$ cat config.mk
export PLATFORM = sky130hd
export DESIGN_NAME = fft16_seq_ctrl_flat
export DESIGN_NICKNAME = d
export VERILOG_FILES = /design/src/rtl/fft16_seq_ctrl_if.sv /design/src/rtl/fft16_seq_ctrl.sv /design/src/flat_wrapper.sv
export SDC_FILE = /design/constraint.sdc
export NUM_CORES = 1
export LEC_CHECK = 0
export CORE_ASPECT_RATIO = 2
export CORE_MARGIN = 2
export CORE_UTILIZATION = 40
export CTS_CLUSTER_DIAMETER = 30
export DETAILED_ROUTE_END_ITERATION = 6
export PLACE_DENSITY = 0.72
export SYNTH_ARGS = -nofsm -noshare
export SYNTH_HDL_FRONTEND = slang
export SYNTH_SLANG_ARGS = --single-unit
$ cat constraint.sdc
create_clock -name i_clk -period 8.9 [get_ports i_clk]
set_clock_uncertainty 0.15 [all_clocks]
set_input_delay 0.89 -clock i_clk [delete_from_list [all_inputs] [get_ports i_clk]]
set_output_delay 0.89 -clock i_clk [all_outputs]
set_load 0.02 [all_outputs]
$ cat src/rtl/fft16_seq_ctrl_if.sv
// rtl/fft16_seq_ctrl_if.sv - start handshake and RAM/butterfly control bundle of the FFT sequencer
interface fft16_seq_ctrl_if #(
  parameter int STAGES = 4
);
  localparam int SW = (STAGES > 1) ? $clog2(STAGES) : 1;

  logic              i_start;
  logic              o_ready;
  logic              o_busy;
  logic              o_rd_en;
  logic [STAGES-1:0] o_rd_addr_a;
  logic [STAGES-1:0] o_rd_addr_b;
  logic [STAGES-2:0] o_tw_idx;
  logic              o_bf_valid;
  logic              o_wr_en;
  logic [STAGES-1:0] o_wr_addr_a;
  logic [STAGES-1:0] o_wr_addr_b;
  logic [SW-1:0]     o_stage;
  logic              o_out_valid;
  logic [STAGES-1:0] fft_out_switcher;
  logic              o_FFT_cycle_done;

  modport master (
    output i_start,
    input  o_ready, o_busy, o_rd_en, o_rd_addr_a, o_rd_addr_b, o_tw_idx, o_bf_valid,
    input  o_wr_en, o_wr_addr_a, o_wr_addr_b, o_stage, o_out_valid, fft_out_switcher,
    input  o_FFT_cycle_done
  );

  modport slave (
    input  i_start,
    output o_ready, o_busy, o_rd_en, o_rd_addr_a, o_rd_addr_b, o_tw_idx, o_bf_valid,
    output o_wr_en, o_wr_addr_a, o_wr_addr_b, o_stage, o_out_valid, fft_out_switcher,
    output o_FFT_cycle_done
  );
endinterface

$ cat src/rtl/fft16_seq_ctrl.sv
// rtl/fft16_seq_ctrl.sv - pass/drain/readout sequencer for an in-place radix-2 DIF FFT
module fft16_seq_ctrl #(
  parameter int STAGES = 4,
  parameter int BF_LAT = 2
) (
  input  logic           i_clk,
  input  logic           i_rst_n,
  fft16_seq_ctrl_if.slave bus
);
  localparam int PTS = 1 << STAGES;
  localparam int SW  = (STAGES > 1) ? $clog2(STAGES) : 1;

  typedef enum logic [2:0] {S_IDLE, S_RUN, S_DRAIN, S_READOUT, S_DONE} state_t;

  state_t            state, state_n;
  logic [SW-1:0]     stage, stage_n;
  logic [STAGES-1:0] cnt, cnt_n;
  logic [2:0]        dcnt, dcnt_n;

  logic [STAGES-1:0] span, pos, grp, run_a, run_b;
  logic [STAGES-2:0] run_tw;
  logic              run_rd, ro_rd;
  logic              rd_en;
  logic [STAGES-1:0] rd_a, rd_b;
  logic [STAGES-2:0] tw;

  logic              wr_en_p [BF_LAT+1];
  logic [STAGES-1:0] wa_p    [BF_LAT+1];
  logic [STAGES-1:0] wb_p    [BF_LAT+1];
  logic              bf_valid_q, out_valid_q;
  logic [STAGES-1:0] k_q;

  function automatic logic [STAGES-1:0] bitrev(input logic [STAGES-1:0] v);
    logic [STAGES-1:0] r;
    for (int i = 0; i < STAGES; i++) r[i] = v[STAGES-1-i];
    return r;
  endfunction

  always_ff @(posedge i_clk) begin
    if (!i_rst_n) begin
      state <= S_IDLE;
      stage <= '0;
      cnt   <= '0;
      dcnt  <= '0;
    end else begin
      state <= state_n;
      stage <= stage_n;
      cnt   <= cnt_n;
      dcnt  <= dcnt_n;
    end
  end

  always_comb begin
    state_n = state;
    stage_n = stage;
    cnt_n   = cnt;
    dcnt_n  = dcnt;
    case (state)
      S_IDLE: begin
        if (bus.i_start) begin
          state_n = S_RUN;
          stage_n = '0;
          cnt_n   = '0;
        end
      end
      S_RUN: begin
        if (cnt == STAGES'(PTS/2 - 1)) begin
          state_n = S_DRAIN;
          dcnt_n  = '0;
        end else begin
          cnt_n = cnt + 1'b1;
        end
      end
      S_DRAIN: begin
        if (dcnt == 3'(BF_LAT)) begin
          cnt_n = '0;
          if (stage == SW'(STAGES - 1)) begin
            state_n = S_READOUT;
          end else begin
            state_n = S_RUN;
            stage_n = stage + 1'b1;
          end
        end else begin
          dcnt_n = dcnt + 1'b1;
        end
      end
      S_READOUT: begin
        if (cnt == STAGES'(PTS - 1)) state_n = S_DONE;
        else                         cnt_n   = cnt + 1'b1;
      end
      S_DONE: begin
        state_n = S_IDLE;
        stage_n = '0;
        cnt_n   = '0;
      end
      default: state_n = S_IDLE;
    endcase
  end

  // Butterfly j of a pass: span halves each pass, groups are 2*span apart.
  always_comb begin
    span   = STAGES'(PTS >> (int'(stage) + 1));
    pos    = cnt & (span - 1'b1);
    grp    = cnt >> (STAGES - 1 - int'(stage));
    run_a  = STAGES'(grp << (STAGES - int'(stage))) | pos;
    run_b  = run_a + span;
    run_tw = (STAGES-1)'(pos << stage);
    run_rd = (state == S_RUN);
    ro_rd  = (state == S_READOUT);
  end

  always_comb begin
    rd_en = 1'b0;
    rd_a  = '0;
    rd_b  = '0;
    tw    = '0;
    if (run_rd) begin
      rd_en = 1'b1;
      rd_a  = run_a;
      rd_b  = run_b;
      tw    = run_tw;
    end else if (ro_rd) begin
      rd_en = 1'b1;
      rd_a  = bitrev(cnt);
    end
  end

  // Write-back trails the read by the RAM latency plus the butterfly latency.
  always_ff @(posedge i_clk) begin
    if (!i_rst_n) begin
      for (int i = 0; i <= BF_LAT; i++) begin
        wr_en_p[i] <= 1'b0;
        wa_p[i]    <= '0;
        wb_p[i]    <= '0;
      end
      bf_valid_q  <= 1'b0;
      out_valid_q <= 1'b0;
      k_q         <= '0;
    end else begin
      wr_en_p[0] <= run_rd;
      wa_p[0]    <= run_rd ? run_a : '0;
      wb_p[0]    <= run_rd ? run_b : '0;
      for (int i = 1; i <= BF_LAT; i++) begin
        wr_en_p[i] <= wr_en_p[i-1];
        wa_p[i]    <= wa_p[i-1];
        wb_p[i]    <= wb_p[i-1];
      end
      bf_valid_q  <= run_rd;
      out_valid_q <= ro_rd;
      k_q         <= ro_rd ? cnt : '0;
    end
  end

  assign bus.o_ready          = (state == S_IDLE);
  assign bus.o_busy           = (state != S_IDLE);
  assign bus.o_rd_en          = rd_en;
  assign bus.o_rd_addr_a      = rd_a;
  assign bus.o_rd_addr_b      = rd_b;
  assign bus.o_tw_idx         = tw;
  assign bus.o_bf_valid       = bf_valid_q;
  assign bus.o_wr_en          = wr_en_p[BF_LAT];
  assign bus.o_wr_addr_a      = wa_p[BF_LAT];
  assign bus.o_wr_addr_b      = wb_p[BF_LAT];
  assign bus.o_stage          = stage;
  assign bus.o_out_valid      = out_valid_q;
  assign bus.fft_out_switcher = k_q;
  assign bus.o_FFT_cycle_done = (state == S_DONE);
endmodule

$ cat src/flat_wrapper.sv
// flat-port wrapper written by rule: the top's interface ports become plain ports
module fft16_seq_ctrl_flat 
#(
  parameter int STAGES = 4,
  parameter int BF_LAT = 2
)
  (i_clk, i_rst_n, bus_i_start, bus_o_ready, bus_o_busy, bus_o_rd_en, bus_o_rd_addr_a, bus_o_rd_addr_b, bus_o_tw_idx, bus_o_bf_valid, bus_o_wr_en, bus_o_wr_addr_a, bus_o_wr_addr_b, bus_o_stage, bus_o_out_valid, bus_fft_out_switcher, bus_o_FFT_cycle_done);
  fft16_seq_ctrl_if #(.STAGES(STAGES)) bus_i ();
  input  logic i_clk;
  input  logic i_rst_n;
  input wire logic [$bits(bus_i.i_start)-1:0] bus_i_start;
  output wire logic [$bits(bus_i.o_ready)-1:0] bus_o_ready;
  output wire logic [$bits(bus_i.o_busy)-1:0] bus_o_busy;
  output wire logic [$bits(bus_i.o_rd_en)-1:0] bus_o_rd_en;
  output wire logic [$bits(bus_i.o_rd_addr_a)-1:0] bus_o_rd_addr_a;
  output wire logic [$bits(bus_i.o_rd_addr_b)-1:0] bus_o_rd_addr_b;
  output wire logic [$bits(bus_i.o_tw_idx)-1:0] bus_o_tw_idx;
  output wire logic [$bits(bus_i.o_bf_valid)-1:0] bus_o_bf_valid;
  output wire logic [$bits(bus_i.o_wr_en)-1:0] bus_o_wr_en;
  output wire logic [$bits(bus_i.o_wr_addr_a)-1:0] bus_o_wr_addr_a;
  output wire logic [$bits(bus_i.o_wr_addr_b)-1:0] bus_o_wr_addr_b;
  output wire logic [$bits(bus_i.o_stage)-1:0] bus_o_stage;
  output wire logic [$bits(bus_i.o_out_valid)-1:0] bus_o_out_valid;
  output wire logic [$bits(bus_i.fft_out_switcher)-1:0] bus_fft_out_switcher;
  output wire logic [$bits(bus_i.o_FFT_cycle_done)-1:0] bus_o_FFT_cycle_done;
  assign bus_i.i_start = bus_i_start;
  assign bus_o_ready = bus_i.o_ready;
  assign bus_o_busy = bus_i.o_busy;
  assign bus_o_rd_en = bus_i.o_rd_en;
  assign bus_o_rd_addr_a = bus_i.o_rd_addr_a;
  assign bus_o_rd_addr_b = bus_i.o_rd_addr_b;
  assign bus_o_tw_idx = bus_i.o_tw_idx;
  assign bus_o_bf_valid = bus_i.o_bf_valid;
  assign bus_o_wr_en = bus_i.o_wr_en;
  assign bus_o_wr_addr_a = bus_i.o_wr_addr_a;
  assign bus_o_wr_addr_b = bus_i.o_wr_addr_b;
  assign bus_o_stage = bus_i.o_stage;
  assign bus_o_out_valid = bus_i.o_out_valid;
  assign bus_fft_out_switcher = bus_i.fft_out_switcher;
  assign bus_o_FFT_cycle_done = bus_i.o_FFT_cycle_done;
  fft16_seq_ctrl #(.STAGES(STAGES), .BF_LAT(BF_LAT)) u_core (.i_clk(i_clk), .i_rst_n(i_rst_n), .bus(bus_i));
endmodule
==> qor.txt, run 1 <==
run status = finished, final reports clean
hold slack final = 277 ps
final cycle utilization of the critical path = 0.553
relative slew slack = 0.426
flip-flop cell with the highest count after synthesis = sky130_fd_sc_hd__dfxtp_1
post-CTS setup buffers = 0
Unique masters post-synth = 52
number of synthesized flops with an enable pin = 0
number of placed instances with taps included = 322
count of cells along the worst hold path = 1
peak supply drop = 120 uV
synthesized area per cell = 8.85 sq um
count of maximum capacitance violations = 0
sequential fraction of the synthesis area = 0.398
number of nets in the final layout = 284
hold buffer count at cts = 0
overflow left after global routing = 0
total wirelength of the detailed-routed design = 4.63 mm
count of unresolved DRC violations after routing = 0
Post-Synthesis Cell Area = 2210 sq um
Die X-Extent = 56.6 um
clock transition at the registers of the reported paths = 80 ps
path depth of the worst reg2reg path = 10
synth warn = 0
most repeated cell in the gate-level netlist after synthesis = sky130_fd_sc_hd__dfxtp_1
setup repair after global routing missed its margin = false
starting density of the core = 0.412
Crit path arrival time = 3880 ps
critical path type = register to output pin
average routed wire per standard cell = 14.1 um
static leakage = 1.07 nW
detailed placement HPWL = 3.52 mm
cell types with the highest counts after synthesis = sky130_fd_sc_hd__dfxtp_1 (44), sky130_fd_sc_hd__and2_1 (24), sky130_fd_sc_hd__inv_1 (19)
largest net degree at the start of global routing = 29
share of the synthesized area in the top cell type = 0.398
GRT Total Usage = 0.158
root buffer cell = sky130_fd_sc_hd__clkbuf_8
Worst Hold Class = register to register
antenna cell count = 0
Total Negative Setup Slacks = 0 ps
mean number of vias per cell = 5.39
endpoint kind of the worst setup timing path = output pin
Final Slew Violations = 0
number of antenna violations at the first check in global routing = 0
required time worst endpoint = 7860 ps
count of input and output buffers = 34
Layout Area Growth over Synthesis = 17.0%
share of synthesized registers carrying an async set or reset = 0
CTS tree = done
insertion delay to the later sink of the worst-skew pair = 290 ps
leading area contributor after synthesis = sky130_fd_sc_hd__dfxtp_1
via count = 1,774
Clock H-tree levels = 2
slowest stage cell on the critical path = sky130_fd_sc_hd__dfxtp_1
fraction of layout cells with a size suffix above 1 = 0.0669
number of flip-flops and latches in the synthesized netlist = 44
fill count = 533
kind of launch point of the worst setup path = register
Placement Cell Area = 2510 sq um
number of nets still failing antenna checks after routing = 0
via count of the first global-routing pass = 1,723
power density over the cells = 144 nW/um^2
list of cells traversed by the critical path = inv_1, ha_1, and4bb_2, a211o_2, inv_1, nor2_1, ha_1, a21oi_1, nand4_1, nand3_1, clkdlybuf4s50_1
Tightest Pin Transition = 859 ps
number of setup violations in the final report = 0
top-level port count = 35
number of iterations in the first detailed-routing pass = 4
crit path time final = 4920 ps
Synth area leaders = sky130_fd_sc_hd__dfxtp_1 (40%), sky130_fd_sc_hd__and2_1 (6.8%), sky130_fd_sc_hd__ha_1 (6.2%), sky130_fd_sc_hd__inv_1 (3.2%), sky130_fd_sc_hd__nand2_1 (3.1%)
Synthesized Nets = 265
Final Hold Fails = 0
FMAX = 0.203 GHz
number of standard cells in the final layout excluding fillers = 329
maximum buffer depth of the clock tree = 2
wire length of the first global-routing pass = 7.58 mm
full die area = 6180 sq um
Placeable Area = 5370 sq um
die extent in y = 109 um
maximum single-stage delay on the critical path = 630 ps
RD Place Congestion = 0.834
total CTS buffers = 5
Cells after Synth = 250
count of standard-cell rows = 38
Initial DRC Count = 26
number of sinks driven by the clock tree = 44
cts repair resizes = 0
post-route cell area = 2590 sq um
critical path fanouts, max = 16
==> registers in the layout, indices dropped and copies added (netlist names) <==
name,flops
u_core.bus.fft_out_switcher,4
u_core.dcnt,3
u_core.cnt,4
u_core.state,3
u_core.wa_p,12
u_core.wr_en_p,3
u_core.bus.o_stage,2
u_core.bus.o_out_valid,1
u_core.wb_p,12
==> logic make-up after synthesis <==
kind of cell,after synthesis,synth area share
flops,44,0.398
buf+inv,41,0.0871
xor+xnor,5,0.0198
mux,7,0.0328
fa+ha+maj,12,0.0713
compound gates,35,0.119
simple gates,106,0.271
==> per-stage QoR <==
step                power (mW)  worst slack [ps]  utilization
floorplan                0.243              4920            -
global placement         0.259              4380        0.466
detailed placement       0.260              4280        0.466
CTS                      0.379              3940        0.482
global route             0.393              3680        0.482
finish                   0.373              3980        0.482
==> layer usage <==
| layer | track usage | vias up | wire length, um |
|---|---|---|---|
| met2 | 0.302 | 55 | 2550 |
| met3 | 0.0332 | 21 | 201 |
| met4 | 0.122 | 0 | 266 |
| met5 | 0 | - | 0 |
| li1 | - | 872 | - |
| met1 | 0.136 | 826 | 1610 |
==> placed cells by master, fill, tap and decap left out, types with 6 or more instances in the layout <==
cell type and n:
sky130_fd_sc_hd__dfxtp_1 44, sky130_fd_sc_hd__clkdlybuf4s50_1 34, sky130_fd_sc_hd__and2_1 24, sky130_fd_sc_hd__inv_1 19, sky130_fd_sc_hd__nor2_1 18, sky130_fd_sc_hd__nand2_1 18
sky130_fd_sc_hd__ha_1 11, sky130_fd_sc_hd__a21oi_1 10, sky130_fd_sc_hd__and3_1 6, sky130_fd_sc_hd__nor3_1 6
==> cell type report <==
class	count	area (sq um)	share of cell area
clock inverters	2	12.5	0.00484
well taps	60	75.1	0.0290
multi-input cells	165	1140	0.440
repair buffers	34	340	0.132
flip-flops and latches	44	881	0.340
inverters	19	71.3	0.0276
clock buffers	5	68.8	0.0266
==> power breakdown <==
| group | switching, mW | total [mW] | internal (mW) |
|---|---|---|---|
| logic | 0.0276 | 0.0479 | 0.0202 |
| clock network | 0.0651 | 0.118 | 0.0532 |
| registers | 0.00625 | 0.207 | 0.201 |
| total | 0.0990 | 0.373 | 0.274 |
==> critical path: cells and delay by family (launching register included) <==
kind | cells | cell delay (ps)
AOI/OAI and AO/OA | 2 | 770
adders and majority gates | 2 | 740
buffers and inverters | 3 | 850
DFF | 1 | 630
and+or+nand+nor | 4 | 600
==> worst paths after layout <==
path | startpoint | slack (ps) | endpoint
setup / recovery | u_core.bus.o_stage[0] | 3980 | bus_o_rd_addr_b[3]
hold / removal | u_core.wa_p[0][4] | 280 | u_core.wa_p[0][8]
setup reg to reg | u_core.bus.o_stage[0] | 5590 | u_core.wb_p[0][3]
hold reg to reg | u_core.wa_p[0][4] | 280 | u_core.wa_p[0][8]
(Power assumes the default switching activity.)
==> run 2: changes to the inputs <==
--- a/config.mk
+++ b/config.mk
@@ -10,7 +10,7 @@
 export CORE_UTILIZATION = 40
 export CTS_CLUSTER_DIAMETER = 30
 export DETAILED_ROUTE_END_ITERATION = 6
-export PLACE_DENSITY = 0.72
+export PLACE_DENSITY = 0.75
 export SYNTH_ARGS = -nofsm -noshare
 export SYNTH_HDL_FRONTEND = slang
 export SYNTH_SLANG_ARGS = --single-unit
==> constraint.sdc (replaced) <==
create_clock -name i_clk -period 4 [get_ports i_clk]
set_clock_uncertainty 0.15 [all_clocks]
set_input_delay 0.4 -clock i_clk [delete_from_list [all_inputs] [get_ports i_clk]]
set_output_delay 0.4 -clock i_clk [all_outputs]
set_load 0.02 [all_outputs]
==> run 2 against run 1 <==
Compared with the run above: die area unchanged; largest cell class unchanged; final area grew 3.1%; worst hold slack better by 1.9 ps; wire length up 2.8%; via count down 0.23%; critical path type unchanged; utilization is 1.5 points higher; register-to-register slack got worse by 4400 ps; total power increased by 130%; global-route usage is 0.13 points lower; setup slack got worse by 3600 ps; final cell count grew 2.4%.
==> qor.txt, run 2 (synthesized netlist as in run 1, its figures left out) <==
final worst slack = 352 ps
full die area = 6180 sq um
Clock H-tree levels = 2
critical path type = register to output pin
GRT Total Usage = 0.157
Tightest Pin Transition = 684 ps
Net Sw Frac = 0.265
post-CTS setup buffers = 0
via count = 1,770
power density over the cells = 323 nW/um^2
final core utilization = 0.497
logic gate share of total power = 0.130
Top Registers = u_core.wa_p x12, u_core.wb_p x12
relative slew slack = 0.538
number of standard cells in the final layout excluding fillers = 337
starting density of the core = 0.412
mean number of vias per cell = 5.25
via count of the first global-routing pass = 1,658
largest net degree at the start of global routing = 29
crit path time final = 3650 ps
FMAX = 0.274 GHz
peak supply drop = 279 uV
Crit path arrival time = 3100 ps
count of maximum capacitance violations = 0
die extent in y = 109 um
kind of launch point of the worst setup path = register
overflow left after global routing = 0
number of antenna violations at the first check in global routing = 0
final cycle utilization of the critical path = 0.912
fill count = 517
count of standard-cell rows = 38
required time worst endpoint = 3450 ps
RD Place Congestion = 0.912
detailed placement HPWL = 3.58 mm
critical path fanouts, max = 15
post-route cell area = 2670 sq um
power spent charging and discharging nets = 0.228 mW
Placeable Area = 5370 sq um
crit path buf inv count = 4
count of unresolved DRC violations after routing = 0
run status = finished, final reports clean
list of cells traversed by the critical path = buf_4, ha_1, nor2b_1, a21oi_1, inv_1, ha_1, inv_1, fa_1, nor2_1, clkdlybuf4s50_1
multi-input combinational cell area = 1150 sq um
DP Worst Slack = 273 ps
number of setup violations in the final report = 0
Worst Hold Class = register to register
number of iterations in the first detailed-routing pass = 4
number of nets still failing antenna checks after routing = 0
Die X-Extent = 56.6 um
maximum buffer depth of the clock tree = 2
slowest stage cell on the critical path = sky130_fd_sc_hd__clkdlybuf4s50_1
number of placed instances with taps included = 329
antenna cell count = 0
root buffer cell = sky130_fd_sc_hd__clkbuf_8
total CTS buffers = 5
insertion delay to the later sink of the worst-skew pair = 310 ps
Final Hold Fails = 0
Sequential Area = 881 sq um
Final Slew Violations = 0
number of nets in the final layout = 291
category of cells accounting for the largest share of critical-path delay = adder cells
number of sinks driven by the clock tree = 44
top-level port count = 35
average routed wire per standard cell = 14.1 um
count of input and output buffers = 34
Layout Area Growth over Synthesis = 20.6%
total wirelength of the detailed-routed design = 4.76 mm
endpoint kind of the worst setup timing path = output pin
setup repair after global routing missed its margin = false
share of power burned in the clock network = 0.337
maximum single-stage delay on the critical path = 610 ps
fraction of layout cells with a size suffix above 1 = 0.101
sequential share of power = 0.533
commonest cells after routing, fill and taps aside = sky130_fd_sc_hd__dfxtp_1 (44), sky130_fd_sc_hd__clkdlybuf4s50_1 (33), sky130_fd_sc_hd__and2_1 (24)
wire length of the first global-routing pass = 7.42 mm
CTS tree = done
static leakage = 1.13 nW
Internal = 0.632 mW
Placement Cell Area = 2560 sq um
clock transition at the registers of the reported paths = 90 ps
Initial DRC Count = 47
Total Negative Setup Slacks = 0 ps
leading cell type in the layout, fill and taps excluded = sky130_fd_sc_hd__dfxtp_1
[run 2: changes by cell type in the layout (fill, tap and decap cells not counted), sizes merged]
| cell | previous run | this run |
|---|---|---|
| buf | 0 | 7 |
| clkinvlp | 1 | 0 |
| clkbuf | 5 | 6 |
| clkinv | 1 | 2 |
| dlymetal6s2s | 0 | 1 |
| clkdlybuf4s50 | 34 | 33 |
[run 2: layout make-up]
type | instances | share of cell area
Sequential cell | 44 | 0.330
Multi-Input combinational cell | 165 | 0.432
Clock inverter | 2 | 0.00375
Timing Repair Buffer | 41 | 0.148
Clock buffer | 6 | 0.0310
Tap cell | 60 | 0.0281
Inverter | 19 | 0.0267
[run 2: through the flow]
step / hold WS (ps) / total power, mW
floorplan: 262 / 0.542
global placement: 263 / 0.578
detailed placement: 267 / 0.580
CTS: 282 / 0.864
global route: 303 / 0.897
finish: 279 / 0.861
[run 2: final timing paths]
kind	end	slack [ps]	from	depth (start not counted)
max	bus_o_rd_addr_b[1]	350	u_core.bus.o_stage[0]	10
min	u_core.wa_p[0][8]	280	u_core.wa_p[0][4]	1
max reg2reg	u_core.wb_p[0][3]	1220	u_core.bus.o_stage[0]	10
min reg2reg	u_core.wa_p[0][8]	280	u_core.wa_p[0][4]	1
[run 2: power by group through the flow]
stage | clock, mW | combinational [mW] | sequential, mW
final | 0.290 | 0.112 | 0.459
after global placement | 0 | 0.110 | 0.468
after CTS | 0.294 | 0.112 | 0.458
after floorplan | 0 | 0.0783 | 0.463
after detailed placement | 0 | 0.111 | 0.469
after global routing | 0.314 | 0.122 | 0.460
[run 2: timing repair]
action	CTS	global route
gates cloned	0	0
endpoints found under the setup margin	1	1
hold endpoints to repair	0	0
hold buffers	0	0
gates resized for setup	1	3
[run 2: routing by layer]
metal	up-vias	GRT usage	share of wire
met5	-	0	0
li1	892	-	-
met3	16	0.0320	0.044
met4	0	0.102	0.041
met1	805	0.143	0.36
met2	57	0.301	0.56
==> run 3: changes to the inputs <==
--- a/config.mk
+++ b/config.mk
@@ -14,3 +14,4 @@
 export SYNTH_ARGS = -nofsm -noshare
 export SYNTH_HDL_FRONTEND = slang
 export SYNTH_SLANG_ARGS = --single-unit
+export TNS_END_PERCENT = 5
==> results of run 3 <==
The final DEF is identical to that of run 2; final timing and power are the same.
